$ cat src/rtl/uart_pkg.sv
// rtl/uart_pkg.sv - shared FSM encoding, idle level and baud divisor helper for the UART transmitter
//
// Contents:
//   uart_state_t      3-bit FSM state type
//   ST_IDLE..ST_STOP  state encodings (plain constants so older tools and netlists can use them)
//   IDLE_LEVEL        line level when nothing is being sent
//   baud_div()        clocks per bit time, integer division of clock by line rate
package uart_pkg;

    typedef logic [2:0] uart_state_t;

    localparam uart_state_t ST_IDLE   = 3'd0;
    localparam uart_state_t ST_START  = 3'd1;
    localparam uart_state_t ST_DATA   = 3'd2;
    localparam uart_state_t ST_PARITY = 3'd3;
    localparam uart_state_t ST_STOP   = 3'd4;

    localparam logic IDLE_LEVEL = 1'b1;

    function automatic int baud_div(input int clk_freq, input int baud);
        return clk_freq / baud;
    endfunction

endpackage

$ cat src/rtl/uart_tx_fifo.sv
// rtl/uart_tx_fifo.sv - synchronous show-ahead FIFO feeding the UART transmitter
//
// Parameters:
//   WIDTH  word width
//   DEPTH  number of entries, power of 2, at least 2
// Ports:
//   clk    in   clock
//   rst_n  in   asynchronous active-low reset, empties the FIFO
//   wr_en  in   write request, ignored while full
//   din    in   write data
//   rd_en  in   read request, ignored while empty
//   dout   out  head of the FIFO, valid whenever empty is low
//   full   out  level == DEPTH
//   empty  out  level == 0
//   level  out  current occupancy 0..DEPTH
module uart_tx_fifo #(
    parameter int WIDTH = 8,
    parameter int DEPTH = 4
) (
    input  logic                     clk,
    input  logic                     rst_n,
    input  logic                     wr_en,
    input  logic [WIDTH-1:0]         din,
    input  logic                     rd_en,
    output logic [WIDTH-1:0]         dout,
    output logic                     full,
    output logic                     empty,
    output logic [$clog2(DEPTH):0]   level
);

    localparam int AW = $clog2(DEPTH);
    localparam int LW = AW + 1;

    logic [WIDTH-1:0] mem [DEPTH];
    logic [AW-1:0]    wr_ptr;
    logic [AW-1:0]    rd_ptr;
    logic             do_wr;
    logic             do_rd;

    // full/empty come from the registered level, so a full FIFO refuses a
    // write even when a read frees a slot on the same edge.
    assign full  = (level == LW'(DEPTH));
    assign empty = (level == '0);
    assign do_wr = wr_en && !full;
    assign do_rd = rd_en && !empty;
    assign dout  = mem[rd_ptr];

    always_ff @(posedge clk) begin
        if (do_wr) begin
            mem[wr_ptr] <= din;
        end
    end

    // Pointers wrap naturally because DEPTH is a power of two.
    always_ff @(posedge clk or negedge rst_n) begin
        if (!rst_n) begin
            wr_ptr <= '0;
            rd_ptr <= '0;
            level  <= '0;
        end else begin
            if (do_wr) begin
                wr_ptr <= wr_ptr + AW'(1);
            end
            if (do_rd) begin
                rd_ptr <= rd_ptr + AW'(1);
            end
            case ({do_wr, do_rd})
                2'b10:   level <= level + LW'(1);
                2'b01:   level <= level - LW'(1);
                default: level <= level;
            endcase
        end
    end

endmodule

$ cat src/rtl/uart_tx_param.sv
// rtl/uart_tx_param.sv - parametrised asynchronous-serial transmitter with input FIFO
//
// Optional feature macro: UART_TX_PARITY_EN (adds a parity bit between data and stop bits).
//
// Parameters:
//   CLK_FREQ    system clock in Hz
//   BAUD        line rate; bit time is CLK_FREQ/BAUD clocks
//   DATA_BITS   payload bits per frame, 5..9
//   STOP_BITS   stop bits per frame, 1 or 2
//   FIFO_DEPTH  input FIFO entries, power of 2, at least 2
// Ports:
//   sys_clk     in   system clock
//   sys_rst_n   in   asynchronous active-low reset
//   data_in     in   payload word, bit 0 sent first
//   data_valid  in   producer offers data_in
//   data_ready  out  FIFO not full
//   parity_odd  in   1 = odd parity, 0 = even (used only with UART_TX_PARITY_EN)
//   tx          out  registered serial line, idles high
//   busy        out  frame in flight or FIFO non-empty
//   fifo_level  out  FIFO occupancy
module uart_tx_param
    import uart_pkg::*;
#(
    parameter int CLK_FREQ   = 50_000_000,
    parameter int BAUD       = 9600,
    parameter int DATA_BITS  = 8,
    parameter int STOP_BITS  = 1,
    parameter int FIFO_DEPTH = 4
) (
    input  logic                          sys_clk,
    input  logic                          sys_rst_n,
    input  logic [DATA_BITS-1:0]          data_in,
    input  logic                          data_valid,
    output logic                          data_ready,
    input  logic                          parity_odd,
    output logic                          tx,
    output logic                          busy,
    output logic [$clog2(FIFO_DEPTH):0]   fifo_level
);

    localparam int BAUD_DIV = baud_div(CLK_FREQ, BAUD);
    localparam int CNT_W    = (BAUD_DIV > 1) ? $clog2(BAUD_DIV) : 1;
    localparam int BIT_W    = $clog2(DATA_BITS);

    uart_state_t            state;
    logic [CNT_W-1:0]       baud_cnt;
    logic [BIT_W-1:0]       bit_cnt;
    logic [DATA_BITS-1:0]   shreg;
    logic                   baud_tick;
    logic                   last_data;
    logic                   last_stop;
    logic                   pop;
    logic                   tx_next;

    logic [DATA_BITS-1:0]   fifo_dout;
    logic                   fifo_full;
    logic                   fifo_empty;

    uart_tx_fifo #(
        .WIDTH (DATA_BITS),
        .DEPTH (FIFO_DEPTH)
    ) u_fifo (
        .clk   (sys_clk),
        .rst_n (sys_rst_n),
        .wr_en (data_valid),
        .din   (data_in),
        .rd_en (pop),
        .dout  (fifo_dout),
        .full  (fifo_full),
        .empty (fifo_empty),
        .level (fifo_level)
    );

    assign data_ready = !fifo_full;
    assign busy       = (state != ST_IDLE) || (fifo_level != '0);

    assign baud_tick = (baud_cnt == CNT_W'(BAUD_DIV - 1));
    assign last_data = (bit_cnt == BIT_W'(DATA_BITS - 1));
    assign last_stop = (bit_cnt == BIT_W'(STOP_BITS - 1));

    // A new frame starts either from idle or straight out of the last stop
    // bit, so back-to-back words leave no idle gap on the line.
    assign pop = !fifo_empty &&
                 ((state == ST_IDLE) ||
                  ((state == ST_STOP) && baud_tick && last_stop));

`ifdef UART_TX_PARITY_EN
    logic par_bit;

    // Parity is fixed at the moment the word leaves the FIFO.
    always_ff @(posedge sys_clk or negedge sys_rst_n) begin
        if (!sys_rst_n) begin
            par_bit <= 1'b0;
        end else if (pop) begin
            par_bit <= (^fifo_dout) ^ parity_odd;
        end
    end
`else
    logic unused_parity_odd;
    assign unused_parity_odd = parity_odd;
`endif

    // Line level for the bit currently being timed; registered into tx so
    // the pin changes one clock after the state does.
    always_comb begin
        tx_next = IDLE_LEVEL;
        case (state)
            ST_START:  tx_next = 1'b0;
            ST_DATA:   tx_next = shreg[0];
`ifdef UART_TX_PARITY_EN
            ST_PARITY: tx_next = par_bit;
`endif
            ST_STOP:   tx_next = 1'b1;
            default:   tx_next = IDLE_LEVEL;
        endcase
    end

    always_ff @(posedge sys_clk or negedge sys_rst_n) begin
        if (!sys_rst_n) begin
            state    <= ST_IDLE;
            baud_cnt <= '0;
            bit_cnt  <= '0;
            shreg    <= '0;
            tx       <= IDLE_LEVEL;
        end else begin
            tx <= tx_next;
            if (pop) begin
                state    <= ST_START;
                baud_cnt <= '0;
                bit_cnt  <= '0;
                shreg    <= fifo_dout;
            end else if (state != ST_IDLE) begin
                baud_cnt <= baud_tick ? '0 : baud_cnt + CNT_W'(1);
                if (baud_tick) begin
                    case (state)
                        ST_START: begin
                            state   <= ST_DATA;
                            bit_cnt <= '0;
                        end
                        ST_DATA: begin
                            shreg <= {1'b0, shreg[DATA_BITS-1:1]};
                            if (last_data) begin
                                bit_cnt <= '0;
`ifdef UART_TX_PARITY_EN
                                state   <= ST_PARITY;
`else
                                state   <= ST_STOP;
`endif
                            end else begin
                                bit_cnt <= bit_cnt + BIT_W'(1);
                            end
                        end
                        ST_PARITY: begin
                            state   <= ST_STOP;
                            bit_cnt <= '0;
                        end
                        ST_STOP: begin
                            // The queued-word case was taken by pop above.
                            if (last_stop) begin
                                state   <= ST_IDLE;
                                bit_cnt <= '0;
                            end else begin
                                bit_cnt <= bit_cnt + BIT_W'(1);
                            end
                        end
                        default: begin
                            state   <= ST_IDLE;
                            bit_cnt <= '0;
                        end
                    endcase
                end
            end
        end
    end

endmodule

$ cat config.mk
export PLATFORM = sky130hd
export DESIGN_NAME = uart_tx_param
export DESIGN_NICKNAME = d
export VERILOG_FILES = /design/src/rtl/uart_pkg.sv /design/src/rtl/uart_tx_fifo.sv /design/src/rtl/uart_tx_param.sv
export SDC_FILE = /design/constraint.sdc
export NUM_CORES = 1
export LEC_CHECK = 0
export ABC_AREA = 1
export CORE_MARGIN = 2
export CORE_UTILIZATION = 53
export CTS_CLUSTER_SIZE = 12
export DETAILED_ROUTE_END_ITERATION = 16
export HOLD_SLACK_MARGIN = 0.08
export PLACE_DENSITY = 0.71
export SLEW_MARGIN = 0
export SYNTH_ARGS = -nofsm -noshare
export SYNTH_HDL_FRONTEND = slang
export SYNTH_SLANG_ARGS = --single-unit
export TNS_END_PERCENT = 5
$ cat constraint.sdc
create_clock -name sys_clk -period 2.95 [get_ports sys_clk]
set_clock_uncertainty 0.2 [all_clocks]
set_input_delay 0.4425 -clock sys_clk [delete_from_list [all_inputs] [get_ports sys_clk]]
set_output_delay 0.4425 -clock sys_clk [all_outputs]
set_load 0.03 [all_outputs]
* After elaboration in Yosys (flattened, before gate mapping) *
Memory sizes are Yosys's and may differ from the RTL's.
Index checks and enable logic that the tools add are counted.

storage, ports and cells
  memories kept = 1
  bits of input ports = 12
  register bits after elaboration = 35
  output and inout port bits = 6
  bits in writable memories = 32

memories
  memory      words  width  rd ports  clocked after memory_dff  wr ports  line                source
  u_fifo.mem  4      8      1         0                         1         uart_tx_fifo.sv:34  logic [WIDTH-1:0] mem [DEPTH];

operators by class
  add/subtract/negate cells = 6
  equality and inequality tests = 11
  mux-type cells = 23
  reductions and logical operators = 21

operators by type and width
  cell                     count
  $mux W13                 3
  $mux W8                  4
  $mux W3                  10
  $add A13 B1 Y13 const B  1
  $eq A13 B13 Y1 const B   1
  $pmux W3 S2              2
  $pmux W3 S4              1
  $eq A3 B3 Y1 const B     3
  $logic_not A3 Y1         3
  $reduce_bool A2 Y1       4
  $add A3 B1 Y3 const B    2
  $eq A3 B2 Y1 const B     2
  $ne A3 B2 Y1 const B     2
  $reduce_bool A3 Y1       2
  $logic_and A1 B1 Y1      5
  $add A2 B1 Y2 const B    2
  $reduce_and A4 Y1        1
  $eq A3 B1 Y1 const B     1
  $reduce_and A3 Y1        1
  $sub A3 B1 Y3 const B    1
  $eq A2 B1 Y1 const B     1
  $eq A2 B2 Y1 const B     1
  $logic_not A1 Y1         2
  $logic_or A1 B1 Y1       2
  other kinds (3)          4

* Longest topological paths before layout *
Gate-level depths: netlist of run 1.

  depth in word-level cells = 8
  mapped depth = 14
  mapped depth without buffers = 14

* Hierarchy *
A second synthesis of run 1 with hierarchy kept.

unflattened totals
  cells, all modules = 373
  area, all modules = 3425.8 µm²

modules (own cells, without submodules)
  module         area each (µm²)  instances  sequential area each (µm²)  cells each
  uart_tx_fifo   1751.7           1          1136.1                      154
  uart_tx_param  1674.1           1          701.9                       219

* Worst setup path after synthesis of run 1 *
OpenSTA, ideal clock, no wires.

  path type = flip-flop to flip-flop
  start point = reg u_fifo.level[1]
  end point = reg u_fifo.level[2]
  required time = 2619 ps
  stages on the path, launching flop included = 9
  clock period less this slack = 2489 ps
  arrival = 2158 ps
  library setup time = 131 ps
  setup slack = 461 ps
  path through = dfrtp_1 inv_1 nand3_1 nand2_1 ha_1 fa_1 a21oi_1 o21ai_0 xor2_1

between the ends
  elaborated cells between the ends (all ways) = 13

RTL lines
  what                                                      line                 source
  from (decl)                                               uart_tx_fifo.sv:28   output logic [$clog2(DEPTH):0] level
  from (signal assigned)                                    uart_tx_fifo.sv:68   2'b10: level <= level + LW'(1);
  from (signal assigned)                                    uart_tx_fifo.sv:69   2'b01: level <= level - LW'(1);
  from (signal assigned)                                    uart_tx_fifo.sv:70   default: level <= level;
  $eq A3 B3 Y1 *                                            uart_tx_fifo.sv:42   assign full = (level == LW'(DEPTH));
  $logic_not A1 Y1 *                                        n/a
  via data_ready                                            uart_tx_param.sv:34  output logic data_ready,
  $logic_and A1 B1 Y1 *                                     uart_tx_fifo.sv:44   assign do_wr = wr_en && !full;
  $eq A2 B1 Y1 / $eq A2 B2 Y1 (equally long branches)       uart_tx_fifo.sv:67   case ({do_wr, do_rd})
  $pmux W3 S2 / $reduce_bool A2 Y1 (equally long branches)  n/a

Mark *: on every way through the listed nets, which the timed path passes. The rest lies on a longest branch.
A chain may end at the register's enable or synchronous reset.

* Final worst setup path of run 1 *
  start point = reg u_fifo.level[1]
  end point = out busy

between the ends
  cells in the longest elaborated chain, start to end = 2

ends and longest elaborated chain
  what                line                 source
  $reduce_bool A3 Y1  uart_tx_param.sv:75  assign busy = (state != ST_IDLE) || (fifo_level != '0);
  $logic_or A1 B1 Y1  uart_tx_param.sv:75
  to (decl)           uart_tx_param.sv:37  output logic busy,

Every way passes these cells.

==> key figures, run 1 <==
Critical path
  – Critical Path RT: 2310 ps
  – Critical path peak fanout: 13
  – WP data arrival: between 2000 and 2500 ps
  – CP startpoint kind: register
  – CP endpoint kind: output pin
  – Critical setup path kind: reg -> out

STA
  – Max-slew violation count: 0
  – Min cycle time layout: roughly 2800 ps
  – Final worst path period share: 0.942
  – Worst-margin pin slew: approximately 800 ps
  – Final Setup Violations: 0
  – Final hold violation count: 0
  – RSZ-0062 raised after global routing: no
  – FMAX: approximately 0.36 GHz
  – Final Hold Slack: between 300 and 400 ps
  – Final setup TNS: 0 ps
  – Slew Limit Headroom: 0.482

Power and ir drop
  – Lkg Pwr: ~1.5 nW
  – Power per cell area: a little over 600 mW/mm2
  – Total power draw: 2.21 mW
  – Worst vdd ir: approximately 0.72 mV

Yosys
  – Sequential element share of the synthesized area: 0.580
  – FFs w/ async S/R, synth: 0.522
  – Synth top area share: 0.303
  – Leading area contributor after synthesis: edfxtp_1
  – Syn_area_per_cell: 9.80 um2
  – Mapped Area: about 0.0032 mm2
  – Largest family of logic cells by synthesized area: simple AND/OR/NAND/NOR gates
  – Leading cell types by total area after synthesis: edfxtp_1 30%, dfrtp_1 27%, nand2_1 7.7%
  – Instance count of the mapped netlist: ~320
  – Simple-gate area share of the yosys netlist: 0.195
  – Most frequent cell after synthesis: nand2_1
  – Top post-synthesis cells by count: 65 x nand2_1, 48 x nor2_1, 34 x dfrtp_1
  – Number of synthesized register bits: between 60 and 70
  – Most common flop cell mapped by yosys: dfrtp_1
  – Post-synthesis mux area share: 0
  – Post-synthesis xor/xnor area fraction: 0.0249
  – Warnings, synthesis: 0
  – Library cells used by synthesis: 33
  – Syn Nets: between 300 and 400
  – Adder-Cell Fraction of Synth Area: 0.0419
  – EDFF count, synth: 32
  – Synth Area in Compound Gates: 0.102

Cells and area
  – Area delta synth->final: 13.3%
  – Share of cells above drive strength 1: 0.107
  – Fillers: between 400 and 500
  – Register Area: 0.00184 mm2
  – NumNets Final: around 370
  – Final Non-Filler Cells: between 400 and 500
  – ANT cells: 0
  – Footprint of the multi-input gates: 0.00115 mm2

Die
  – I/O pin total: 18
  – Die W: 81.3 um
  – Core area: between 0.005 and 0.006 mm2
  – FP Rows: 28
  – Die height: roughly 81 um
  – Die area: around 0.0066 mm2
  – Initial Utilization: 0.541

GRT
  – GRT overflow: 0
  – First-pass GRT wire length: just under 10 mm
  – Vias in the first global route: 2127
  – Total Routing Usage GR: 0.198
  – Antenna violations before repair: 0
  – Largest net degree at the start of global routing: 36

Hold path
  – Hold/Removal Path Class: reg -> reg

Clock network
  – TritonCTS clock tree: built
  – Clk pin slew, worst setup/hold paths: 70 ps
  – Skew-Pair Late Insertion Delay: 340 ps
  – Clk Tree Root Cell: clkbuf_8
  – Post-CTS Resized: 0
  – Post CTS Setup Buffer Count: 0
  – Hold_buf cts: 1
  – CTS HTree Levels: 3
  – Total CTS buffers: 9
  – Maximum root-to-sink buffer count: 2
  – TritonCTS Sinks: 67

Drt
  – Via density: 5.24
  – Vias: 2247
  – DR pass1 iterations: 4
  – ANT nets after route: 0
  – Number of remaining DRC errors: 0
  – Avg WL per Cell: roughly 13 um
  – Starting DRT DRC Count: 170
  – Detailed Route WL: about 5.8 mm

Placed design
  – Hpwl dp: 3.95 mm
  – Placed cells: slightly above 400
  – GPL Wtd Cong: approximately 0.84
  – IO Port Bufs: 16

Run status
  – Outcome: finished clean

Flow run
  – Max-cap violations: 0
## report_power, final
| part | switching, mW | internal, mW |
|---|---|---|
| clock network | 0.352 | 0.302 |
| registers | 0.0536 | 1.11 |
| logic | 0.242 | 0.151 |
| total | 0.648 | 1.56 |
## registers in the layout, summed over array words and instances (netlist names)
signal / cells
bit_cnt: 3
state: 3
shreg: 8
baud_cnt: 13
tx: 1
u_fifo.wr_ptr: 2
u_fifo.rd_ptr: 2
u_fifo.mem: 32
u_fifo.level: 3
## logic make-up after synthesis
group           count (synthesis)
compound gates                 52
xor+xnor                        9
fa+ha+maj                      10
buf+inv                        42
flops                          67
simple gates                  143
## cell usage in the layout, fill, tap and decap left out, types with 2 or more instances in the layout
| cell | synthesis | layout |
|---|---|---|
| nand4_1 | 6 | 6 |
| o21ai_2 | 3 | 3 |
| o21ai_1 | 8 | 8 |
| inv_2 | 4 | 4 |
| o211ai_1 | 7 | 7 |
| clkinv_4 | 0 | 2 |
| o22ai_1 | 2 | 2 |
| clkinv_1 | 1 | 3 |
| nand2_4 | 3 | 3 |
| nand2_2 | 2 | 2 |
| nand2_1 | 65 | 65 |
| a21oi_1 | 4 | 4 |
| o21ai_0 | 20 | 20 |
| xor2_1 | 8 | 8 |
| nor2_1 | 48 | 48 |
| dfrtp_1 | 34 | 34 |
| clkdlybuf4s50_1 | 0 | 15 |
| clkinv_2 | 0 | 2 |
| clkbuf_8 | 0 | 9 |
| nor3_1 | 4 | 4 |
| ha_1 | 9 | 9 |
| o22a_1 | 6 | 6 |
| nand3_1 | 11 | 11 |
| edfxtp_1 | 32 | 32 |
| inv_1 | 29 | 29 |
| nor2_2 | 2 | 2 |
| buf_4 | 1 | 6 |
## metrics by stage
| step | utilization | area, um2 | setup slack (ps) |
|---|---|---|---|
| floorplan | - | 3170 | 461 |
| global placement | 0.583 | 3410 | 462 |
| detailed placement | 0.583 | 3410 | 385 |
| CTS | 0.613 | 3590 | 161 |
| global route | 0.613 | 3590 | 43.2 |
| finish | 0.613 | 3590 | 170 |
## critical path, stage by stage, from the launching register on
cell and delay [ps]:
dfrtp_1 420, inv_1 120, nand3_1 200, nor2_4 260
inv_2 180, clkdlybuf4s50_1 630
## cell type report
cell class	count	share of cell area
clock buffers	9	0.0345
clock inverters	7	0.0122
inverters	34	0.0356
multi-input cells	214	0.321
flip-flops and latches	67	0.512
well taps	75	0.0262
repair buffers	23	0.0586
## routing by layer
metal,GRT usage,part of all wire,up-vias,wire (um)
met3,0.0333,0.033,10,189
met2,0.291,0.46,43,2650
met4,0.0898,0.019,0,110
met5,0,0,-,0
met1,0.288,0.49,1066,2820
li1,-,-,1128,-
## final timing paths
check	startpoint	endpoint	slack, ps	cells past startpoint
max	u_fifo.level[1]	busy	170	5
min	state[0]	state[0]	310	2
max in group asynchronous	sys_rst_n	u_fifo.level[0]	1530	2
min in group asynchronous	sys_rst_n	baud_cnt[5]	520	2
min reg2reg	state[0]	state[0]	310	2
max reg2reg	baud_cnt[0]	u_fifo.level[2]	370	14
No activity file was read; power rests on OpenSTA's default activity.
==> inputs of run 2 (changes only) <==
Settings changed: ABC_CLOCK_PERIOD_IN_PS set to 3180.
Clock period 2.95 ns to 3.18 ns, I/O delays scaled along.
==> run 2 against run 1 <==
Against the previous run:
- register-to-register slack better by 160 ps
- sequential share of layout area fell by 0.35 points
- setup slack improved by 190 ps
- global-route usage increased by 0.32 points
- largest cell class unchanged
- routed wire length up 0.43%
- count of clock-buffer cells in the layout did not move
==> key figures, run 2 (synthesis gave the netlist of run 1 again) <==
STA
  – Max-slew violation count: 0 (unchanged)
  – Worst-margin pin slew: 758 ps (-19.2 ps)
  – Final setup TNS: 0 ps (unchanged)
  – Final worst path period share: 0.888
  – Final Setup Violations: 0 (unchanged)
  – Final hold violation count: 0 (unchanged)
  – Slew Limit Headroom: 0.494 (+0.0128)
  – Final Hold Slack: 328 ps (+15.6 ps)
  – FMAX: around 0.35 GHz
  – Min cycle time layout: about 2800 ps
  – Final worst slack: 355 ps (+186 ps)
  – RSZ-0062 raised after global routing: no

Clock network
  – TritonCTS clock tree: built
  – Post-CTS Resized: 0 (unchanged)
  – Clk pin slew, worst setup/hold paths: 70 ps (about the same)
  – Total CTS buffers: 9 (unchanged)
  – Hold_buf cts: 1 (unchanged)
  – Clk Tree Root Cell: clkbuf_8
  – Maximum root-to-sink buffer count: 2 (unchanged)
  – Skew-Pair Late Insertion Delay: 340 ps (about the same)
  – CTS HTree Levels: 3 (unchanged)
  – Post CTS Setup Buffer Count: 0 (unchanged)
  – TritonCTS Sinks: 67 (unchanged)

Drt
  – Avg WL per Cell: 13.6 um (+0.67%)
  – Vias: 2204 (-1.9%)
  – Number of remaining DRC errors: 0 (unchanged)
  – Detailed Route WL: 5.80 mm (+0.43%)
  – ANT nets after route: 0 (unchanged)
  – Starting DRT DRC Count: 206 (+21%)
  – Via density: 5.15 (-1.7%)
  – DR pass1 iterations: 5 (+1)

Critical path
  – Reg2Reg Setup Slack: 530 ps (+160 ps)
  – WP data arrival: 2150 ps (about the same)
  – CP startpoint kind: register
  – Critical Path RT: 2500 ps (+190 ps)
  – CP endpoint kind: output pin
  – RR Startpoint: baud_cnt[0]
  – Critical path peak fanout: 13 (unchanged)
  – Reg-to-reg endpoint: u_fifo.level[2]
  – Reg2reg path depth: 14 (unchanged)
  – Critical setup path kind: reg -> out

Cells and area
  – Fin area: 0.00361 mm2 (+0.70%)
  – Most flop-heavy register: u_fifo.mem
  – Final Non-Filler Cells: 428 (-0.23%)
  – NumNets Final: 370 (-0.27%)
  – Max reg flops: 32 (unchanged)
  – Final Util: 0.617 (+0.00428)
  – Fillers: 508 (+4.7%)
  – Biggest regs: u_fifo.mem x32, baud_cnt x13, shreg x8
  – Area delta synth->final: 14.1%
  – ANT cells: 0 (unchanged)
  – Share of cells above drive strength 1: 0.110 (+0.00314)
  – Most frequent cells in the layout: 65 x nand2_1, 48 x nor2_1, 34 x dfrtp_1
  – Commonest non-fill, non-tap cell in the layout: nand2_1

Power and ir drop
  – Lkg Pwr: 1.54 nW (+0.16%)
  – Total power draw: 2.15 mW (-3.0%)
  – Power per cell area: 594 mW/mm2 (-3.7%)
  – Worst vdd ir: 0.445 mV (-38%)

Die
  – Initial Utilization: 0.541 (unchanged)
  – Die area: 0.00661 mm2 (unchanged)
  – I/O pin total: 18 (unchanged)
  – Core area: 0.00585 mm2 (unchanged)
  – Die W: 81.3 um (unchanged)
  – FP Rows: 28 (unchanged)
  – Die height: 81.3 um (unchanged)

GRT
  – Largest net degree at the start of global routing: 36 (unchanged)
  – Antenna violations before repair: 0 (unchanged)
  – First-pass GRT wire length: 9.90 mm (+0.92%)
  – GRT overflow: 0 (unchanged)
  – Total Routing Usage GR: 0.201 (+0.00315)
  – Vias in the first global route: 2150 (+1.1%)

Placed design
  – Placed cells: 411 (-0.24%)
  – GPL Wtd Cong: 0.826 (-1.9%)
  – IO Port Bufs: 16 (unchanged)
  – Hpwl dp: 3.84 mm (-2.8%)
  – Placed cell areas: 0.00340 mm2 (-0.22%)
  – Pre-CTS WS: 574 ps (+189 ps)

Hold path
  – Hold path depth: 1 (-1)
  – Hold/Removal Path Class: reg -> reg
  – Min-delay src: baud_cnt[0]
  – Hold endpoint: baud_cnt[0]

Run status
  – Outcome: finished clean

Flow run
  – Max-cap violations: 0 (unchanged)
-- run 2: changes by cell type in the layout (fill, tap and decap cells not counted) --
| cell | delta |
|---|---|
| buf_4 | -1 |
| bufinv_16 | +1 |
| clkinv_1 | -2 |
| clkinv_2 | -1 |
| clkinv_4 | -1 |
| clkinvlp_4 | +2 |
| inv_6 | +1 |
-- run 2: worst max-delay path, stage by stage (launching register included) --
cell	delay, ps
dfrtp_1	440
inv_1	90
nand3_1	190
nor2_4	270
inv_2	180
clkdlybuf4s50_1	630
-- run 2: how the worst max path moves through the flow --
stage                          from         endpoint  cells after the start
global placement        baud_cnt[0]  u_fifo.level[2]                     14
CTS                 u_fifo.level[1]             busy                      5
finish              u_fifo.level[0]             busy                      5
floorplan           u_fifo.level[1]  u_fifo.level[2]                      8
detailed placement      baud_cnt[0]  u_fifo.level[2]                     14
global route        u_fifo.level[1]             busy                      5
-- run 2: final cells by class --
cell class                      count  area [um2]  area share
Sequential cell                    67        1840       0.509
Multi-Input combinational cell    214        1150       0.318
Timing Repair Buffer               22         203      0.0561
Inverter                           34         128      0.0353
Clock buffer                        9         124      0.0343
Tap cell                           75        93.8      0.0260
Clock inverter                      7        76.3      0.0211
-- run 2: power by group --
| group | internal (mW) | switching, mW | leakage [nW] | total, mW |
|---|---|---|---|---|
| sequential | 1.03 | 0.0486 | 0.727 | 1.08 |
| clock | 0.367 | 0.346 | 0.0962 | 0.713 |
| combinational | 0.134 | 0.219 | 0.719 | 0.354 |
-- run 2: per-layer routing --
metal | part of all wire | GRT usage | up-vias
li1 | - | - | 1128
met1 | 0.50 | 0.280 | 1031
met2 | 0.44 | 0.299 | 36
met3 | 0.032 | 0.0500 | 9
met4 | 0.019 | 0.0864 | 0
met5 | 0 | 0 | -
